$ cat src/rtl/adc_pkg.sv
// Shared types and constants for the ADC lane aligner: FSM state encoding,
// default frame-clock word and the fixed per-channel sample width.
package adc_pkg;

    typedef enum logic [2:0] {
        IDLE   = 3'd0,
        CHECK  = 3'd1,
        SLIP   = 3'd2,
        SETTLE = 3'd3,
        LOCKED = 3'd4
    } state_t;

    localparam logic [7:0] FRAME_PATTERN_DEF = 8'hF0;
    localparam int         SAMPLE_W          = 16;

endpackage

$ cat src/rtl/adc_sample_pack.sv
// Interleaves one channel's even/odd lane words into a sample, MSB first from bit 0.
// Purely combinational; RES=14 drops bit 7 of each lane and zero-fills the top two bits.
module adc_sample_pack
    import adc_pkg::*;
#(
    parameter int RES = 14
)(
    input  logic [7:0]          i_lane0,
    input  logic [7:0]          i_lane1,
    output logic [SAMPLE_W-1:0] o_sample
);

    localparam int NB = RES / 2;

    // Bit 7 of each lane only contributes at RES=16.
    logic w_unused;
    assign w_unused = i_lane0[7] ^ i_lane1[7];

    for (genvar i = 0; i < NB; i++) begin : g_bit
        assign o_sample[RES-1-2*i] = i_lane1[i];
        assign o_sample[RES-2-2*i] = i_lane0[i];
    end

    if (RES < SAMPLE_W) begin : g_pad
        assign o_sample[SAMPLE_W-1:RES] = '0;
    end

endmodule

$ cat src/rtl/adc_lane_aligner.sv
// Frame-word alignment search: slips all deserializers until the frame clock matches, then locks.
// Samples and valid are registered with 1-cycle latency; bitslip is a 1-cycle pulse from SLIP.
module adc_lane_aligner
    import adc_pkg::*;
#(
    parameter int         N_CH          = 4,
    parameter int         RES           = 14,
    parameter logic [7:0] FRAME_PATTERN = FRAME_PATTERN_DEF,
    parameter int         SETTLE_CYC    = 4,
    parameter int         LOCK_CNT      = 8,
    parameter int         UNLOCK_CNT    = 4,
    parameter int         MAX_SLIPS     = 8
)(
    input  logic                       CLKDIV,
    input  logic                       RST,
    input  logic                       en,
    input  logic [7:0]                 frm_data,
    input  logic [N_CH*8-1:0]          lane0_data,
    input  logic [N_CH*8-1:0]          lane1_data,
    output logic                       bitslip,
    output logic                       aligned,
    output logic                       align_fail,
    output logic [3:0]                 slip_count,
    output logic [N_CH*SAMPLE_W-1:0]   sample_o,
    output logic                       sample_valid
);

    localparam logic [7:0] LOCK_LAST   = 8'(LOCK_CNT - 1);
    localparam logic [7:0] UNLOCK_LAST = 8'(UNLOCK_CNT - 1);
    localparam logic [3:0] SETTLE_LAST = 4'(SETTLE_CYC - 1);
    localparam logic [3:0] SLIP_LAST   = 4'(MAX_SLIPS - 1);

    state_t                     r_state;
    state_t                     w_state_nxt;
    logic [7:0]                 r_match_cnt;
    logic [7:0]                 w_match_nxt;
    logic [7:0]                 r_miss_cnt;
    logic [7:0]                 w_miss_nxt;
    logic [3:0]                 r_settle_cnt;
    logic [3:0]                 w_settle_nxt;
    logic [3:0]                 r_slip_cnt;
    logic [3:0]                 w_slip_nxt;
    logic                       r_align_fail;
    logic                       w_fail_nxt;
    logic                       w_frm_match;
    logic [N_CH*SAMPLE_W-1:0]   w_sample;
    logic [N_CH*SAMPLE_W-1:0]   r_sample;
    logic                       r_sample_valid;

    assign w_frm_match = (frm_data == FRAME_PATTERN);

    always_ff @(posedge CLKDIV or posedge RST) begin
        if (RST) begin
            r_state <= IDLE;
        end else begin
            r_state <= w_state_nxt;
        end
    end

    always_comb begin
        w_state_nxt  = r_state;
        w_match_nxt  = r_match_cnt;
        w_miss_nxt   = r_miss_cnt;
        w_settle_nxt = r_settle_cnt;
        w_slip_nxt   = r_slip_cnt;
        w_fail_nxt   = r_align_fail;
        if (!en) begin
            w_state_nxt = IDLE;
            w_match_nxt = '0;
            w_miss_nxt  = '0;
            w_slip_nxt  = '0;
            w_fail_nxt  = 1'b0;
        end else begin
            case (r_state)
                IDLE: begin
                    w_state_nxt = CHECK;
                    w_match_nxt = '0;
                end
                CHECK: begin
                    if (!w_frm_match) begin
                        w_match_nxt = '0;
                        w_state_nxt = SLIP;
                    end else if (r_match_cnt == LOCK_LAST) begin
                        w_match_nxt = '0;
                        w_miss_nxt  = '0;
                        w_state_nxt = LOCKED;
                    end else begin
                        w_match_nxt = r_match_cnt + 8'd1;
                    end
                end
                SLIP: begin
                    // Exhausting a pass flags failure but keeps searching from zero.
                    w_settle_nxt = '0;
                    w_state_nxt  = SETTLE;
                    if (r_slip_cnt == SLIP_LAST) begin
                        w_slip_nxt = '0;
                        w_fail_nxt = 1'b1;
                    end else begin
                        w_slip_nxt = r_slip_cnt + 4'd1;
                    end
                end
                SETTLE: begin
                    if (r_settle_cnt == SETTLE_LAST) begin
                        w_match_nxt = '0;
                        w_state_nxt = CHECK;
                    end else begin
                        w_settle_nxt = r_settle_cnt + 4'd1;
                    end
                end
                LOCKED: begin
                    if (w_frm_match) begin
                        w_miss_nxt = '0;
                    end else if (r_miss_cnt == UNLOCK_LAST) begin
                        w_miss_nxt  = '0;
                        w_match_nxt = '0;
                        w_slip_nxt  = '0;
                        w_state_nxt = CHECK;
                    end else begin
                        w_miss_nxt = r_miss_cnt + 8'd1;
                    end
                end
                default: begin
                    w_state_nxt = IDLE;
                end
            endcase
        end
    end

    always_ff @(posedge CLKDIV or posedge RST) begin
        if (RST) begin
            r_match_cnt  <= '0;
            r_miss_cnt   <= '0;
            r_settle_cnt <= '0;
            r_slip_cnt   <= '0;
            r_align_fail <= 1'b0;
        end else begin
            r_match_cnt  <= w_match_nxt;
            r_miss_cnt   <= w_miss_nxt;
            r_settle_cnt <= w_settle_nxt;
            r_slip_cnt   <= w_slip_nxt;
            r_align_fail <= w_fail_nxt;
        end
    end

    for (genvar c = 0; c < N_CH; c++) begin : g_ch
        adc_sample_pack #(
            .RES (RES)
        ) u_pack (
            .i_lane0  (lane0_data[c*8 +: 8]),
            .i_lane1  (lane1_data[c*8 +: 8]),
            .o_sample (w_sample[c*SAMPLE_W +: SAMPLE_W])
        );
    end

    // Samples flow every cycle; valid tells the consumer whether lanes were framed.
    always_ff @(posedge CLKDIV or posedge RST) begin
        if (RST) begin
            r_sample       <= '0;
            r_sample_valid <= 1'b0;
        end else begin
            r_sample       <= w_sample;
            r_sample_valid <= (r_state == LOCKED);
        end
    end

    assign bitslip      = (r_state == SLIP);
    assign aligned      = (r_state == LOCKED);
    assign align_fail   = r_align_fail;
    assign slip_count   = r_slip_cnt;
    assign sample_o     = r_sample;
    assign sample_valid = r_sample_valid;

endmodule

$ cat config.mk
export PLATFORM = sky130hd
export DESIGN_NAME = adc_lane_aligner
export DESIGN_NICKNAME = d
export VERILOG_FILES = /design/src/rtl/adc_pkg.sv /design/src/rtl/adc_sample_pack.sv /design/src/rtl/adc_lane_aligner.sv
export SDC_FILE = /design/constraint.sdc
export NUM_CORES = 1
export LEC_CHECK = 0
export CAP_MARGIN = 25
export CORE_MARGIN = 2
export CORE_UTILIZATION = 37
export DETAILED_ROUTE_END_ITERATION = 12
export GPL_ROUTABILITY_DRIVEN = 0
export PLACE_DENSITY = 0.82
export SETUP_SLACK_MARGIN = 0.3
export SLEW_MARGIN = 5
export SYNTH_ARGS = -nofsm -noshare
export SYNTH_HDL_FRONTEND = slang
export SYNTH_SLANG_ARGS = --single-unit
$ cat constraint.sdc
create_clock -name CLKDIV -period 2.85 [get_ports CLKDIV]
set_input_delay 0.7125 -clock CLKDIV [delete_from_list [all_inputs] [get_ports CLKDIV]]
set_output_delay 0.7125 -clock CLKDIV [all_outputs]
set_load 0.01 [all_outputs]
# Yosys cells after proc, flatten, opt, wreduce, memory -nomap -nowiden
# Index checks and enable logic that the tools add are counted.
# op_classes
n_addsub	4
eq_ne	21
mux	30
n_reduce_logical	8
# ops
cell	n
$mux 8	11
$pmux 8 s4	1
$mux 4	5
$mux 3	6
$add 8x1->8 const B	2
$pmux 4 s2	2
$pmux 8 s2	1
$pmux 3 s5	1
$ne 3x3->1 const B	4
$reduce_and 3->1	3
$add 4x1->4 const B	2
$eq 8x2->1 const B	1
$eq 8x3->1 const B	1
$eq 8x8->1 const B	1
$reduce_and 4->1	2
$eq 3x2->1 const B	2
$ne 3x1->1 const B	2
$ne 5x1->1 const B	1
$eq 4x2->1 const B	1
$eq 4x3->1 const B	1
$ne 2x1->1 const B	2
$ne 4x4->1 const B	1
$eq 3x1->1 const B	1
$eq 3x3->1 const B	1
other kinds (6)	8
# word_totals
reg_bits	85
in_bits	75
out_inout_bits	72
elab_cells	71

# Logic depth before layout (Yosys ltp)
# Gate-level depths: netlist of run 1.
# depth
depth_word	5
mapped_depth	6
mapped_depth_nobuf	5

# Modules after synthesis
# Synthesis of run 1 repeated with hierarchy kept, for this count alone.
# unflattened
hier_cells	313
area_unflattened_um2	3793.6
# modules_own_cells
mod	n_inst	cells_each	area_per_inst_um2	seq_area_each_um2
adc_lane_aligner	1	245	3298.2	2327.2
adc_sample_pack	4	17	123.9	0.0

# Least setup slack after synthesis of run 1
# OpenSTA, ideal clock, no wires.
# synth_timing
kind	input -> register
from	input frm_data[1]
to	register r_miss_cnt[3]
setup_time_ns	0.144
arrival_time_ns	2.219
required_ns	2.706
path_slack_ns	0.487
path_stages	5
n_path_buf	1
path_cell_list	or4_4 -> or2_0 -> buf_6 -> o41ai_4 -> o221ai_1
# synth_via
elab_chain_len	4
word_cells_on_any_way	6
classes_between	eq/ne (2); mux (3); reduce/logical (1)
# synth_lines
item	line	text
from (decl)	adc_lane_aligner.sv:17	input logic [7:0] frm_data,
$eq 8x8->1 *	adc_lane_aligner.sv:50	assign w_frm_match = (frm_data == FRAME_PATTERN);
$mux 8	adc_lane_aligner.sv:111	if (w_frm_match) begin
$pmux 8 s2	adc_lane_aligner.sv:74	case (r_state)
$mux 8	adc_lane_aligner.sv:67	if (!en) begin
to (signal assigned)	adc_lane_aligner.sv:138	r_miss_cnt <= w_miss_nxt;
to (decl)	adc_lane_aligner.sv:37	logic [7:0] r_miss_cnt;
# Mark *: on every way between the ends. The rest lies on a longest branch, timed or not.
# A chain may end at the register's enable or synchronous reset.

# Final worst setup path of run 1
# layout_timing
from	register r_state[1]
to	output bitslip
# layout_via
elab_chain_len	1
# layout_lines
item	line	text
from (decl)	adc_lane_aligner.sv:33	state_t r_state;
from (signal assigned)	adc_lane_aligner.sv:56	r_state <= w_state_nxt;
$eq 3x2->1	adc_lane_aligner.sv:166	assign bitslip = (r_state == SLIP);
to (decl)	adc_lane_aligner.sv:20	output logic bitslip,
# No other way between the ends.

==> flow_summary_export.csv, run 1 <==
group,metric,value,unit
run_status,outcome,"finished, final reports clean",
yosys,share_of_synthesized_area_occupied_by_flip_flops_and_latches,0.6757,
timing,final_period_minus_worst_setup_slack,2.423,ns
setup_path,endpoint_kind,"output port",
clock_tree,postCtsResizedCells,0,
yosys,synth_seq_cells,85,
yosys,synth.avg_cell_area,13.06,µm²
drt,via_per_inst,4.859,
power,p_per_area,540.8,mW/mm²
grt,first_global_vias,2370,
timing,fin_worst_skew,0.008405,ns
grt,gr-total-overflow,0,
clock_tree,cts.sinks,85,
power,netSwitchingPower,550.4,µW
grt,initial_antenna_violation_count,0,
floorplan,initial_utilization,0.3831,
timing,peak_freq,412.7,MHz
power,p_seq_frac,0.492,
floorplan,placementRows,33,
worst_hold_path,holdPathStages,1,
layout,share_of_cells_above_drive_strength_1,0.08951,
worst_hold_path,timing.hold.worst.start,"r_match_cnt[0]",
timing,setup_viol_count_final,0,
layout,regArea,0.002130,mm²
timing,final_min_period_over_clock_period,0.8503,
placement,setup_ws_pre_cts,0.08562,ns
timing,finalMaxSlewViolations,0,
yosys,postSynthCellCount,241,
setup_path,reg2regPathDepth,5,
drt,dr_total_vias,2410,
drt,antenna_left,0,
clock_tree,postCtsSetupRepairBufs,0,
power,power.switching_fraction,0.2093,
timing,worst-slew-pin-transition,0.6938,ns
setup_path,crit_slowest_cell,"sky130_fd_sc_hd__clkdlybuf4s50_1",
clock_tree,tritoncts_clock_tree,"built",
placement,placed_cells_incl_taps,480,
floorplan,ios,147,
floorplan,die_area,0.009262,mm²
drt,drt_iter0_drc,99,
clock_tree,cts_made_buffers,9,
yosys,synth-warning-count,0,
clock_tree,post_cts_hold_buffer_count,0,
timing,rsz_0062_raised_after_global_routing,"false",
grt,global_route_usage_over_all_layers,0.1531,
power,comb_power_share,0.113,
layout,final_nets,466,
clock_tree,worst_setup_hold_path_clk_slew,0.08,ns
worst_hold_path,hold_end,"r_match_cnt[0]",
drt,dr_wl_cell,13.95,µm
yosys,ys_types,43,
timing,maxSlewHeadroom,0.5375,
power,cellLeakagePower,2.039,nW
timing,hold_slack,0.5069,ns
clock_tree,ctsHtreeMaxLevel,3,
drt,wirelength,6919,µm
timing,hold_viol,0,
floorplan,die_y,96.24,µm
drt,drt-pass1-iter-count,4,
setup_path,worstPathBufferInverterCount,1,
clock_tree,clock_latency_reported_for_the_late_side_of_the_worst_skew_pair,0.35,ns
placement,number_of_buffers_added_on_ports,130,
floorplan,fp.dieW,96.24,µm
setup_path,arrival,1.71,ns
clock_tree,cts-root-buf,"sky130_fd_sc_hd__clkbuf_8",
yosys,postSynth.topFlopCell,"sky130_fd_sc_hd__dfrtp_1",
drt,drt_drc_violations_left,0,
placement,hpwlAfterDp,5200,µm
setup_path,setup.worst_path.class,"reg -> out",
power,clock_power_share,0.395,
setup_path,critical_path_peak_fanout,8,
grt,grt_max_degree,52,
setup_path,reg2reg_slack,0.76,ns
setup_path,worst_path_largest_cell_delay,0.59,ns
setup_path,worst-endpoint-required,2.14,ns
layout,layoutNonFillerInstCount,496,
timing,finalSetupTns,0,ns
setup_path,cp_cell_sequence,"nor3b_1 -> clkdlybuf4s50_1",
yosys,synth-edff-count,0,
job,max-cap-violations,0,
floorplan,coreArea,0.008217,mm²
timing,final_critical_path_setup_slack,0.4268,ns
power,internal_power,2.079,mW
yosys,synth-async-reset-ratio,1.000,
setup_path,timing.critical_path.from_type,"register",
grt,first_pass_grt_wire_length,10710,µm
setup_path,worst_path_dominant_cell_family,"buffers and inverters",
clock_tree,cts-root-to-sink-buffers,2,
worst_hold_path,worst_hold_path_type,"reg -> reg",
layout,syn_to_final_growth,54.49,%
layout,num-fill-cells,677,
setup_path,crit-reg2reg-launch,"r_miss_cnt[0]",
layout,antennaDiodeCount,0,
layout,multi_input_combinational_cell_area,908.4,µm²
setup_path,critical_r2r_capture,"r_match_cnt[7]",
yosys,netlist_area,0.003148,mm²
power,peakVddDrop,0.3260,mV
power groups by stage:
| stage | Clock [mW] | Sequential, mW | Combinational [mW] |
|---|---|---|---|
| 2_1_floorplan | 0 | 1.34 | 0.0847 |
| 6_report | 1.04 | 1.29 | 0.297 |
| 3_3_place_gp | 0 | 1.32 | 0.295 |
| 3_5_place_dp | 0 | 1.32 | 0.301 |
| 4_1_cts | 1.08 | 1.29 | 0.302 |
| 5_1_grt | 1.13 | 1.30 | 0.322 |
Yosys cell counts (5+ instances only):
| cell type | count | area share |
|---|---|---|
| sky130_fd_sc_hd__a21oi_1 | 5 | 0.0079 |
| sky130_fd_sc_hd__a22o_1 | 5 | 0.014 |
| sky130_fd_sc_hd__buf_4 | 8 | 0.019 |
| sky130_fd_sc_hd__dfrtp_1 | 85 | 0.68 |
| sky130_fd_sc_hd__ha_1 | 5 | 0.020 |
| sky130_fd_sc_hd__inv_1 | 15 | 0.018 |
| sky130_fd_sc_hd__nand2_1 | 14 | 0.017 |
| sky130_fd_sc_hd__nand3_1 | 14 | 0.022 |
| sky130_fd_sc_hd__nand4_1 | 7 | 0.014 |
| sky130_fd_sc_hd__nor2_1 | 7 | 0.0083 |
| sky130_fd_sc_hd__o21ai_0 | 7 | 0.011 |
| sky130_fd_sc_hd__o221ai_1 | 7 | 0.019 |
cell families (layout without fill, tap and decap cells):
family          Yosys count  after routing  share of synthesized area
buf+inv                  28            171                    0.04570
xor+xnor                  1              1                   0.002783
other cells               1              8                   0.001191
mux                       5              5                    0.01630
flops                    85             85                     0.6757
simple gates             74             74                     0.1347
fa+ha+maj                 5              5                    0.01987
compound gates           42             42                     0.1037
worst register-to-register path, stage by stage, from the launching register on:
cell,delay (ns)
sky130_fd_sc_hd__dfrtp_1,0.43
sky130_fd_sc_hd__ha_1,0.21
sky130_fd_sc_hd__nor4b_1,0.32
sky130_fd_sc_hd__o211ai_1,0.20
sky130_fd_sc_hd__a22oi_1,0.61
sky130_fd_sc_hd__o221ai_1,0.19
registers in the layout, indices dropped and copies added (netlist names):
register,count
align_fail,1
r_match_cnt,8
r_miss_cnt,8
r_settle_cnt,4
r_state,3
sample_o,56
sample_valid,1
slip_count,4
through the flow:
| step | power, mW | area (µm²) | utilization |
|---|---|---|---|
| 2_1_floorplan | 1.421 | 3178 | - |
| 3_3_place_gp | 1.611 | 4598 | 0.5596 |
| 3_5_place_dp | 1.619 | 4598 | 0.5596 |
| 4_1_cts | 2.674 | 4856 | 0.5910 |
| 5_1_grt | 2.750 | 4863 | 0.5919 |
| 6_report | 2.630 | 4863 | 0.5919 |
worst max-delay path by stage:
| stage | end | depth (start not counted) | slack, ns | startpoint |
|---|---|---|---|---|
| after global placement | r_miss_cnt[5] | 6 | 0.12 | frm_data[1] |
| after global routing | aligned | 3 | 0.34 | r_state[0] |
| after CTS | aligned | 3 | 0.32 | r_state[2] |
| final | bitslip | 2 | 0.43 | r_state[1] |
| after floorplan | r_miss_cnt[3] | 5 | 0.49 | frm_data[1] |
| after detailed placement | r_miss_cnt[3] | 6 | 0.09 | frm_data[1] |
routing by layer:
layer / track usage / vias to the layer above / wire [µm]
met5: 0 / - / 0
met4: 0.07500 / 0 / 91
met3: 0.05090 / 9 / 631
met2: 0.2541 / 105 / 3354
met1: 0.1771 / 1159 / 2842
li1: - / 1137 / -
cells in the final DEF, fill, tap and decap left out, drive strengths merged, types with 7 or more instances in the layout:
master | synthesis | final
clkdlybuf4s50 | 0 | 130
buf | 10 | 10
inv | 15 | 14
clkbuf | 3 | 11
nand2 | 14 | 14
conb | 1 | 8
o21ai | 7 | 7
nand3 | 14 | 14
nor2 | 7 | 7
o221ai | 8 | 8
nand4 | 7 | 7
dfrtp | 85 | 85
final cells by class:
type | count | area share
flip-flops and latches | 85 | 0.4379
inverters | 15 | 0.01235
clock buffers | 11 | 0.03113
clock inverters | 5 | 0.02187
well taps | 105 | 0.02701
multi-input cells | 135 | 0.1868
repair buffers | 140 | 0.2830
(Power assumes the default switching activity.)
==> inputs of run 2 (changes only) <==
Settings changed: CAP_MARGIN 25 to unset.
==> results of run 2 <==
Final layout, timing and power as in run 1 (identical DEF).
